[config.mk]
export PLATFORM = sky130hd
export DESIGN_NAME = pipe_skid_stage
export DESIGN_NICKNAME = d
export VERILOG_FILES = /design/src/rtl/pipe_pkg.sv /design/src/rtl/pipe_data_reg.sv /design/src/rtl/pipe_skid_stage.sv
export SDC_FILE = /design/constraint.sdc
export NUM_CORES = 1
export LEC_CHECK = 0
export ABC_CLOCK_PERIOD_IN_PS = 2100
export CORE_MARGIN = 3
export CORE_UTILIZATION = 44
export DETAILED_ROUTE_END_ITERATION = 10
export PLACE_DENSITY = 0.74
export SYNTH_ARGS = -nofsm -noshare
export SYNTH_HDL_FRONTEND = slang
export SYNTH_SLANG_ARGS = --single-unit
[constraint.sdc]
create_clock -name clk -period 2.1 [get_ports clk]
set_clock_uncertainty 0.15 [all_clocks]
set_input_delay 0.525 -clock clk [delete_from_list [all_inputs] [get_ports clk]]
set_output_delay 0.525 -clock clk [all_outputs]
set_load 0.02 [all_outputs]
[src/rtl/pipe_pkg.sv]
// Shared types and constants for the two-entry skid pipeline stage.
package pipe_pkg;

  typedef enum logic [1:0] {
    EMPTY = 2'd0,
    BUSY  = 2'd1,
    FULL  = 2'd2
  } skid_state_t;

  localparam int SKID_DEPTH = 2;
  localparam int OCC_W      = 2;

endpackage

[src/rtl/pipe_data_reg.sv]
// Write-enabled payload register with asynchronous active-high reset to zero.
module pipe_data_reg #(
  parameter int width = 32
) (
  input  logic             clk,
  input  logic             reset,
  input  logic             wen,
  input  logic [width-1:0] d,
  output logic [width-1:0] q
);

  always_ff @(posedge clk or posedge reset) begin
    if (reset) begin
      q <= '0;
    end else if (wen) begin
      q <= d;
    end
  end

endmodule

[src/rtl/pipe_skid_stage.sv]
// Two-entry valid/ready skid stage: in_ready comes only from registered state,
// so backpressure never propagates combinationally from out_ready.
module pipe_skid_stage
  import pipe_pkg::*;
#(
  parameter int width = 32
) (
  input  logic             clk,
  input  logic             reset,
  input  logic             flush,
  input  logic             in_valid,
  output logic             in_ready,
  input  logic [width-1:0] in_data,
  output logic             out_valid,
  input  logic             out_ready,
  output logic [width-1:0] out_data,
  output logic [OCC_W-1:0] occupancy
);

  // Handshake: a beat moves on a rising clk edge when valid and ready are
  // both high; a producer must hold valid and data stable until it moves.
  skid_state_t      state;
  logic             in_fire;
  logic             out_fire;
  logic             main_wen;
  logic             skid_wen;
  logic [width-1:0] main_d;
  logic [width-1:0] main_q;
  logic [width-1:0] skid_q;

  assign in_ready  = !reset && (state != FULL);
  assign out_valid = (state != EMPTY) && !flush;
  assign out_data  = main_q;
  assign in_fire   = in_valid && in_ready;
  assign out_fire  = out_valid && out_ready;

  always_comb begin
    occupancy = '0;
    case (state)
      EMPTY:   occupancy = 2'd0;
      BUSY:    occupancy = 2'd1;
      FULL:    occupancy = 2'd2;
      default: occupancy = 2'd0;
    endcase
  end

  // Main takes the skid beat when draining FULL, otherwise the producer beat.
  always_comb begin
    main_wen = 1'b0;
    skid_wen = 1'b0;
    main_d   = in_data;
    if (!flush) begin
      case (state)
        EMPTY: main_wen = in_fire;
        BUSY: begin
          main_wen = in_fire && out_fire;
          skid_wen = in_fire && !out_fire;
        end
        FULL: begin
          main_wen = out_fire;
          main_d   = skid_q;
        end
        default: ;
      endcase
    end
  end

  always_ff @(posedge clk or posedge reset) begin
    if (reset) begin
      state <= EMPTY;
    end else if (flush) begin
      state <= EMPTY;
    end else begin
      case (state)
        EMPTY: if (in_fire) state <= BUSY;
        BUSY: begin
          if (in_fire && !out_fire) state <= FULL;
          else if (!in_fire && out_fire) state <= EMPTY;
        end
        FULL: if (out_fire) state <= BUSY;
        default: state <= EMPTY;
      endcase
    end
  end

  pipe_data_reg #(.width(width)) u_main (
    .clk   (clk),
    .reset (reset),
    .wen   (main_wen),
    .d     (main_d),
    .q     (main_q)
  );

  pipe_data_reg #(.width(width)) u_skid (
    .clk   (clk),
    .reset (reset),
    .wen   (skid_wen),
    .d     (in_data),
    .q     (skid_q)
  );

endmodule

==> impl_metrics.toml, run 1 <==
[timing]
fin_crit_sh_pct = 96.4
slew_viol_final = 0
holdWs_ns = 0.355
max_freq_mhz = 494
hold_violations = 0
fin_crit_ns = 2.02
rsz0062_at_grt = "no"
finalSetupTns_ns = 0
setup_viol = 0
worstMarginPinSlew_ns = 0.583
slew-limit-headroom_pct = 61.1

[finish]
post_layout_nonfiller_instances = 397
most-common-layout-cells = "clkdlybuf4s50_1, dfrtp_1, nor2_1"
mostFrequentLayoutCell = "clkdlybuf4s50_1"
fin_util_pct = 67.1
syn2layout_area_growth_pct = 45.2
drive_above_1_share_pct = 24.5
final_nets = 356
antennaDiodeCount = 0

[floorplanning]
die_w_um = 85.8
floorplan.initialDensity_pct = 46.2
rows = 28
core_area_mm2 = 0.00606
fp.dieH_um = 85.8
dieArea_mm2 = 0.00736
num_io_pins = 73

[run_status]
outcome = "finished, final reports clean"

[placed_design]
gp_congestion = 0.793
dpl.cell_count = 374
port_buffers = 72
place_hpwl_um = 3900

[power_and_ir_drop]
switching_share_pct = 28.6
netSwitchingPower_uw = 1030
p_int_uw = 2570
p_seq_share_pct = 46.1
p_leak_uw = 0.00199
vdd_drop_max_mv = 0.574
power_uw = 3600
p_comb_share_pct = 26.8
powerDensity_mw_per_mm2 = 885
clkPwrFrac_pct = 27.0

[global_routing]
grt_pass1_wl_um = 10700
grt_overflow = 0
grt_pass1_vias = 2162
grt_start_max_net_pins = 51
antenna_found_initial = 0
grt_use_total_pct = 18.8

[yosys]
synthesis.area_mm2 = 0.00280
synth_flop_cell = "dfrtp_1"
syn_nets = 263
synth_top_area_share_pct = 58.9
ys_warn_count = 0
synthArstFlopShare_pct = 100
ys_seq_area_share_pct = 58.9
synth_area_per_cell_um2 = 12.4
synth_top_area_cell = "dfrtp_1"
synth_edf_count = 0
netlist_instances = 226
synth.area.top_cells = "dfrtp_1, mux2_2, mux2i_1"
synth-seq-cells = 66
ys_types = 20

[drt]
vias = 2044
met2_length_um = 3350
wl_per_cell_um = 16.1
firstDrtPassIters = 4
met3_length_um = 245
drc = 0
top_layer = "met4"
drt_iter0_drc = 41
avgViaCountPerCell = 5.15
drt-met1-wl_um = 2750
postRouteAntennaNets = 0
routed_wl_um = 6370

[clock_tree]
tritoncts = "yes"
cts_sinks = 66
numCtsBuffers = 9
clockBufferDepth = 2
hold_buffers = 0
clk_latency_ns = 0.33
clkTransAtPathRegs_ns = 0.07
cts_root_buf = "clkbuf_8"
htree_levels = 3

[setup_path]
critPathSlowestCell = "clkdlybuf4s50_1"
worst_setup_path_start_kind = "input port"
worstPathRequired_ns = 1.42
endpoint_kind = "output pin"
max_stage_delay_ns = 0.42
path_class = "in -> out"
cp.arrival_ns = 1.35
crit_fanout = 2
path_cells = "clkdlybuf4s50_1 -> nor2_1 -> clkdlybuf4s15_1"

[run]
cap_violations = 0

[min_path]
worst_hold_path_type = "reg -> reg"
-- synth_stat cells (2+ instances only) --
| cell | instances |
|---|---|
| buf_2 | 9 |
| dfrtp_1 | 66 |
| clkbuf_1 | 4 |
| inv_1 | 2 |
| nor2b_1 | 2 |
| mux2_2 | 32 |
| a21oi_1 | 32 |
| nor2_1 | 36 |
| mux2i_1 | 32 |
-- sequential cells by signal, summed over array words and instances, names as in the netlist --
signal / cells
u_main.q: 32
state: 2
u_skid.q: 32
-- timing repair --
action,CTS,global route
hold endpoints to repair,0,0
buffers inserted,4,2
gates resized for setup,14,2
gates cloned,3,0
pin swaps,1,1
endpoints found under the setup margin,26,21
-- cells by family (layout without fill, tap and decap cells) --
| logic type | count (synthesis) | after routing | share of synthesized area [%] |
|---|---|---|---|
| multiplexers | 64 | 64 | 24.3 |
| AO/OA/AOI/OAI | 36 | 36 | 7.23 |
| flip-flops | 66 | 66 | 58.9 |
| AND/OR/NAND/NOR | 45 | 45 | 7.14 |
| buffers and inverters | 15 | 111 | 2.41 |
-- cell type report --
type / count / area [um2]
tap: 75 / 93.8
fill: 476 / 1990
multi-input combinational: 145 / 1090
clock buffer: 12 / 165
clock inverter: 2 / 12.5
timing repair buffer: 95 / 1040
sequential: 66 / 1650
inverter: 2 / 11.3
-- worst max-delay path, delay by kind of cell --
| family | cells | cell delay [ns] |
|---|---|---|
| buffers and inverters | 2 | 0.72 |
| and+or+nand+nor | 1 | 0.10 |
-- worst paths after layout --
check / startpoint / slack [ns] / end / depth (start not counted)
worst min-delay path: u_skid.q[5] / 0.36 / u_skid.q[5] / 1
worst min register to register: u_skid.q[5] / 0.36 / u_skid.q[5] / 1
worst max register to register: state[1] / 0.10 / u_main.q[13] / 7
min in group asynchronous: reset / 0.44 / u_main.q[7] / 4
max in group asynchronous: reset / 1.11 / u_main.q[27] / 4
worst max-delay path: flush / 0.08 / out_valid / 3
-- power by group through the flow --
| stage | Sequential, uW | Combinational, uW | Clock [uW] |
|---|---|---|---|
| CTS | 1660 | 979 | 993 |
| finish | 1660 | 967 | 973 |
| global route | 1700 | 1050 | 1050 |
| detailed placement | 1680 | 931 | 0 |
| global placement | 1680 | 909 | 0 |
| floorplan | 1840 | 308 | 0 |
-- stage by stage --
stage | cell area (um2) | setup WS (ns)
6_report | 4070 | 0.0758
5_1_grt | 4070 | 0.00911
4_1_cts | 4060 | 0.0173
3_5_place_dp | 3740 | -0.410
3_3_place_gp | 3740 | -0.355
2_1_floorplan | 2810 | 0.211
-- metal layers --
metal / vias up / GRT usage (%)
met1: 1020 / 23.6
met2: 41 / 31.9
met5: - / 0
li1: 979 / -
met3: 4 / 4.23
met4: 0 / 6.91
No activity file was read; power rests on OpenSTA's default activity.
==> run 2, diff against run 1 <==
Settings changed: ABC_CLOCK_PERIOD_IN_PS 2100 to 2500, CORE_UTILIZATION 44 to 52, PLACE_DENSITY 0.74 to 0.83.
Clock period 2.1 ns to 2.5 ns, I/O delays scaled along.
==> run 2 against run 1 <==
  * Total power decreased by 12%
  * Critical path type unchanged
  * Global-route usage increased by 0.25 points
  * Highest routed layer unchanged
  * Die area decreased by 14%
  * Count of clock-buffer cells in the layout decreased by 1
  * Clock power increased by 1%
  * Critical path depth unchanged
  * Worst hold slack about the same
  * Cell count decreased by 4.8%
  * Sequential power decreased by 16%
  * Largest cell class unchanged
  * Flip-flop and latch count unchanged
==> impl_metrics.toml, run 2 (synthesis gave the netlist of run 1 again) <==
[timing]
holdWs_ns = 0.355
rsz0062_at_grt = "no"
slew-limit-headroom_pct = 62.8
hold_violations = 0
setup_viol = 0
slew_viol_final = 0
finalSetupTns_ns = 0
worstMarginPinSlew_ns = 0.557
fin_crit_ns = 2.35
fin_crit_sh_pct = 94.1
max_freq_mhz = 425

[placed_design]
place_hpwl_um = 3760
post_dp_cell_area_mm2 = 0.00366
port_buffers = 72
gp_congestion = 0.746
dpl.cell_count = 362

[finish]
reg_top3 = "u_main.q x32, u_skid.q x32, state x2"
fin_area_mm2 = 0.00388
mostFrequentLayoutCell = "clkdlybuf4s50_1"
final_nets = 340
antennaDiodeCount = 0
post_layout_nonfiller_instances = 378
drive_above_1_share_pct = 19.2
syn2layout_area_growth_pct = 38.5
most-common-layout-cells = "clkdlybuf4s50_1, dfrtp_1, nor2_1"

[drt]
routed_wl_um = 5680
drt_iter0_drc = 65
wl_per_cell_um = 15.0
firstDrtPassIters = 4
postRouteAntennaNets = 0
avgViaCountPerCell = 5.21
drc = 0
vias = 1971

[global_routing]
grt_use_met2_pct = 32.2
grt_use_total_pct = 19.1
antenna_found_initial = 0
top_usage_layer = "met2"
grt_start_max_net_pins = 67
use_met1_pct = 23.6
use_met3_pct = 5.08
grt_pass1_vias = 1992
grt_overflow = 0
grt_pass1_wl_um = 9270

[run]
cap_violations = 0

[floorplanning]
die_w_um = 79.4
num_io_pins = 73
floorplan.initialDensity_pct = 54.2
core_area_mm2 = 0.00517
dieArea_mm2 = 0.00631
fp.dieH_um = 79.4
rows = 26

[clock_tree]
cts_root_buf = "clkbuf_8"
clkTransAtPathRegs_ns = 0.07
clk_latency_ns = 0.33
numCtsBuffers = 9
cts_sinks = 66
hold_buffers = 0
htree_levels = 3
clockBufferDepth = 2
tritoncts = "yes"

[power_and_ir_drop]
vdd_drop_max_mv = 0.558
powerDensity_mw_per_mm2 = 813
p_leak_uw = 0.00193
switching_share_pct = 27.7
p_seq_share_pct = 44.4
clkPwrFrac_pct = 31.3
p_comb_share_pct = 24.3
p_int_uw = 2280
netSwitchingPower_uw = 874

[setup_path]
crit_fanout = 5
worstPathRequired_ns = 1.73
max_stage_delay_ns = 0.48
cp.arrival_ns = 1.58
critPathSlowestCell = "clkdlybuf4s50_1"
path_cells = "clkdlybuf4s50_1 -> nor2_1 -> dlygate4sd2_1"
worst_setup_path_start_kind = "input port"
endpoint_kind = "output pin"
path_class = "in -> out"

[min_path]
worst_hold_path_type = "reg -> reg"

[run_status]
outcome = "finished, final reports clean"
run 2: metal layers:
metal | vias to the layer above | routed length, um | part of all wire (%)
met5 | - | 0 | 0
met4 | 0 | 72 | 1.3
met3 | 9 | 295 | 5.2
met2 | 53 | 2820 | 50
met1 | 968 | 2490 | 44
li1 | 941 | - | -
run 2: critical path: cells and delay by family:
family,cells,cell delay (ns)
buffers and inverters,2,0.82
AND/OR/NAND/NOR,1,0.13
run 2: layout make-up:
| cell class | count | area, um2 |
|---|---|---|
| Inverter | 2 | 7.51 |
| Sequential cell | 66 | 1650 |
| Clock buffer | 11 | 141 |
| Tap cell | 70 | 87.6 |
| Multi-Input combinational cell | 145 | 1090 |
| Fill cell | 340 | 1290 |
| Clock inverter | 5 | 77.6 |
| Timing Repair Buffer | 79 | 826 |
run 2: final timing paths:
kind,endpoint,depth (start not counted),from,slack (ns)
worst max-delay path,in_ready,3,reset,0.15
worst min-delay path,u_skid.q[30],1,u_skid.q[30],0.35
worst max register to register,u_main.q[19],5,state[1],0.51
worst min register to register,u_skid.q[30],1,u_skid.q[30],0.35
max in group asynchronous,u_skid.q[30],3,reset,1.28
min in group asynchronous,state[0],3,reset,0.61
run 2: through the flow:
step           utilization [%]  setup slack (ns)  total power (uW)
4_1_cts                   75.0            0.0309              3190
3_3_place_gp              70.8            -0.106              2160
2_1_floorplan                -            0.0702              1800
5_1_grt                   75.1            0.0888              3310
3_5_place_dp              70.8            -0.144              2200
6_report                  75.1             0.147              3160
run 2: timing repair:
action	4_1_cts	5_1_grt
buffers inserted	0	0
gates resized for setup	2	2
endpoints found under the setup margin	2	2
endpoints found under the hold margin	0	0
pin swaps	0	0
run 2: power by group through the flow:
stage | Clock (uW) | Combinational, uW | Sequential (uW)
after CTS | 1000 | 780 | 1400
after floorplan | 0 | 258 | 1540
after global routing | 1060 | 825 | 1430
final | 986 | 768 | 1400
after detailed placement | 0 | 777 | 1420
after global placement | 0 | 755 | 1410
==> run 3, diff against run 2 <==
Settings changed: CORE_UTILIZATION 52 to 50, CTS_BUF_LIST from default to sky130_fd_sc_hd__clkbuf_8 sky130_fd_sc_hd__clkbuf_16, PLACE_DENSITY 0.83 to 0.77, SYNTH_HIERARCHICAL from default to 1.
==> run 3 against run 2 <==
  * Sequential power about the same
  * Utilization decreased by 6.2 points
  * Flip-flop and latch count unchanged
  * Combinational power increased by 17%
  * Area after synthesis increased by 22%
  * Register-to-register slack got worse by 0.07 ns
  * Sequential share of layout area decreased by 5.6 points
==> impl_metrics.toml, run 3 <==
[drt]
postRouteAntennaNets = 0
vias = 1861
drc = 0
wl_per_cell_um = 16.8
drt_iter0_drc = 49
avgViaCountPerCell = 5.08
routed_wl_um = 6150
firstDrtPassIters = 4

[timing]
max_freq_mhz = 414
slew-limit-headroom_pct = 77.1
hold_violations = 0
finalSetupTns_ns = 0
slew_viol_final = 0
fin_crit_sh_pct = 96.6
worstMarginPinSlew_ns = 0.334
fin_crit_ns = 2.41
setup_viol = 0
holdWs_ns = 0.362
rsz0062_at_grt = "no"

[yosys]
netlist_instances = 195
ys_types = 20
syn_nets = 232
synth.area.top_cells = "dfrtp_1, mux2_4, buf_12"
synthesis.area_mm2 = 0.00342
synth_top_area_cell = "dfrtp_1"
synth.most_common_cell = "mux2_4"
synth_area_per_cell_um2 = 17.5
ys_warn_count = 6
ys_top_cells_by_count = "mux2_4, dfrtp_1, buf_12"
synth-seq-cells = 66
ys_seq_area_share_pct = 48.3
synth_edf_count = 0
synth_flop_cell = "dfrtp_1"
synth_top_area_share_pct = 48.3
synthArstFlopShare_pct = 100

[finish]
final_nets = 321
fin_area_mm2 = 0.00447
most-common-layout-cells = "mux2_4, clkdlybuf4s50_1, dfrtp_1, buf_4, clkbuf_8"
reg_top3 = "u_main/q x32, u_skid/q x32, state x2"
antennaDiodeCount = 0
post_layout_nonfiller_instances = 366
syn2layout_area_growth_pct = 30.9
mostFrequentLayoutCell = "mux2_4"
drive_above_1_share_pct = 46.7

[setup_path]
reg2reg_depth = 5
cp_num_buf_inv = 1
worst_setup_path_start_kind = "register"
r2r_start = "state[0]"
crit_fanout = 7
worstPathRequired_ns = 1.73
max_stage_delay_ns = 0.60
cp.arrival_ns = 1.64
critPathSlowestCell = "clkdlybuf4s50_1"
path_cells = "and2b_2 -> clkdlybuf4s50_1"
r2r_end = "u_main/q[10]"
path_class = "reg -> out"
endpoint_kind = "output pin"
rrSetupSlack_ns = 0.44
crit_family = "buffers and inverters"

[global_routing]
grt_pass1_vias = 2040
antenna_found_initial = 0
grt_use_total_pct = 17.2
grt_pass1_wl_um = 10300
grt_start_max_net_pins = 27
grt_overflow = 0

[run_status]
outcome = "finished, final reports clean"

[floorplanning]
die_w_um = 88.7
rows = 29
dieArea_mm2 = 0.00786
num_io_pins = 73
core_area_mm2 = 0.00649
floorplan.initialDensity_pct = 52.6
fp.dieH_um = 88.7

[clock_tree]
htree_levels = 3
clockBufferDepth = 2
hold_buffers = 0
cts_sinks = 66
clk_latency_ns = 0.33
tritoncts = "yes"
cts_setup_buffers = 0
clkTransAtPathRegs_ns = 0.07
cts_root_buf = "clkbuf_8"
numCtsBuffers = 9

[placed_design]
place_hpwl_um = 4330
dpl.cell_count = 350
port_buffers = 72
gp_congestion = 0.782
post_dp_cell_area_mm2 = 0.00425

[run]
cap_violations = 0

[min_path]
hold_path_depth = 1
worst_hold_path_type = "reg -> reg"
holdCritStartpoint = "u_skid/q[31]"
worstHoldEndpoint = "u_skid/q[31]"

[power_and_ir_drop]
vdd_drop_max_mv = 0.414
powerDensity_mw_per_mm2 = 735
power_uw = 3290
p_leak_uw = 0.00205
[run 3: cell count changes in the layout (fill, tap and decap cells not counted), moves of 4 or more]
cell	before	now
mux2_2	32	6
a21oi_1	32	0
mux2_4	0	90
nor2_1	36	3
mux2i_1	32	0
inv_1	1	5
buf_4	3	11
[run 3: what timing repair did]
action / CTS / global route
gates resized for setup: 2 / 0
endpoints found under the setup margin: 2 / 0
hold endpoints to repair: 0 / 0
[run 3: cell families after synthesis]
family / share of synthesized area (%)
flip-flops: 48.3
AND/OR/NAND/NOR: 2.82
multiplexers: 41.5
AO/OA/AOI/OAI: 0.842
buffers and inverters: 6.48
[run 3: how the worst max path moves through the flow]
stage | slack, ns | endpoint | from | cells after the start
final | 0.09 | occupancy[0] | state[1] | 2
after global routing | 0.01 | occupancy[0] | state[1] | 2
after CTS | 0.05 | occupancy[0] | state[1] | 2
after detailed placement | -0.24 | u_main/q[19] | in_valid | 6
after global placement | -0.21 | u_main/q[8] | in_valid | 6
after floorplan | 0.31 | u_main/q[0] | in_valid | 6
[run 3: routing by layer]
metal | vias to the layer above | routed length [um] | global-route usage, % | share of wire, %
met1 | 942 | 2670 | 21.2 | 43
met2 | 41 | 3200 | 29.3 | 52
met3 | 6 | 232 | 5.87 | 3.8
met5 | - | 0 | 0 | 0
li1 | 872 | - | - | -
met4 | 0 | 55 | 4.12 | 0.89
[run 3: report_power, final]
group          switching (uW)  internal (uW)
clock network             410            590
logic                     327            569
registers                 120           1270
total                     856           2430
[run 3: final cells by class]
type	instances	area, um2
clock buffers	10	138
clock inverters	6	88.8
fillers	455	2020
inverters	5	18.8
multi-input cells	113	1560
flip-flops and latches	66	1650
well taps	77	96.3
repair buffers	89	921
[run 3: through the flow]
stage	setup WS, ns	util (%)
6_report	0.0854	68.9
5_1_grt	0.0101	68.9
3_5_place_dp	-0.237	65.4
3_3_place_gp	-0.206	65.4
4_1_cts	0.0536	68.9
2_1_floorplan	0.310	-
[run 3: worst register-to-register path, delay by kind of cell, from the launching register on]
family / cells / cell delay, ns
compound gates: 1 / 0.29
buf+inv: 1 / 0.21
flops: 1 / 0.41
mux: 1 / 0.32
simple gates: 2 / 0.58
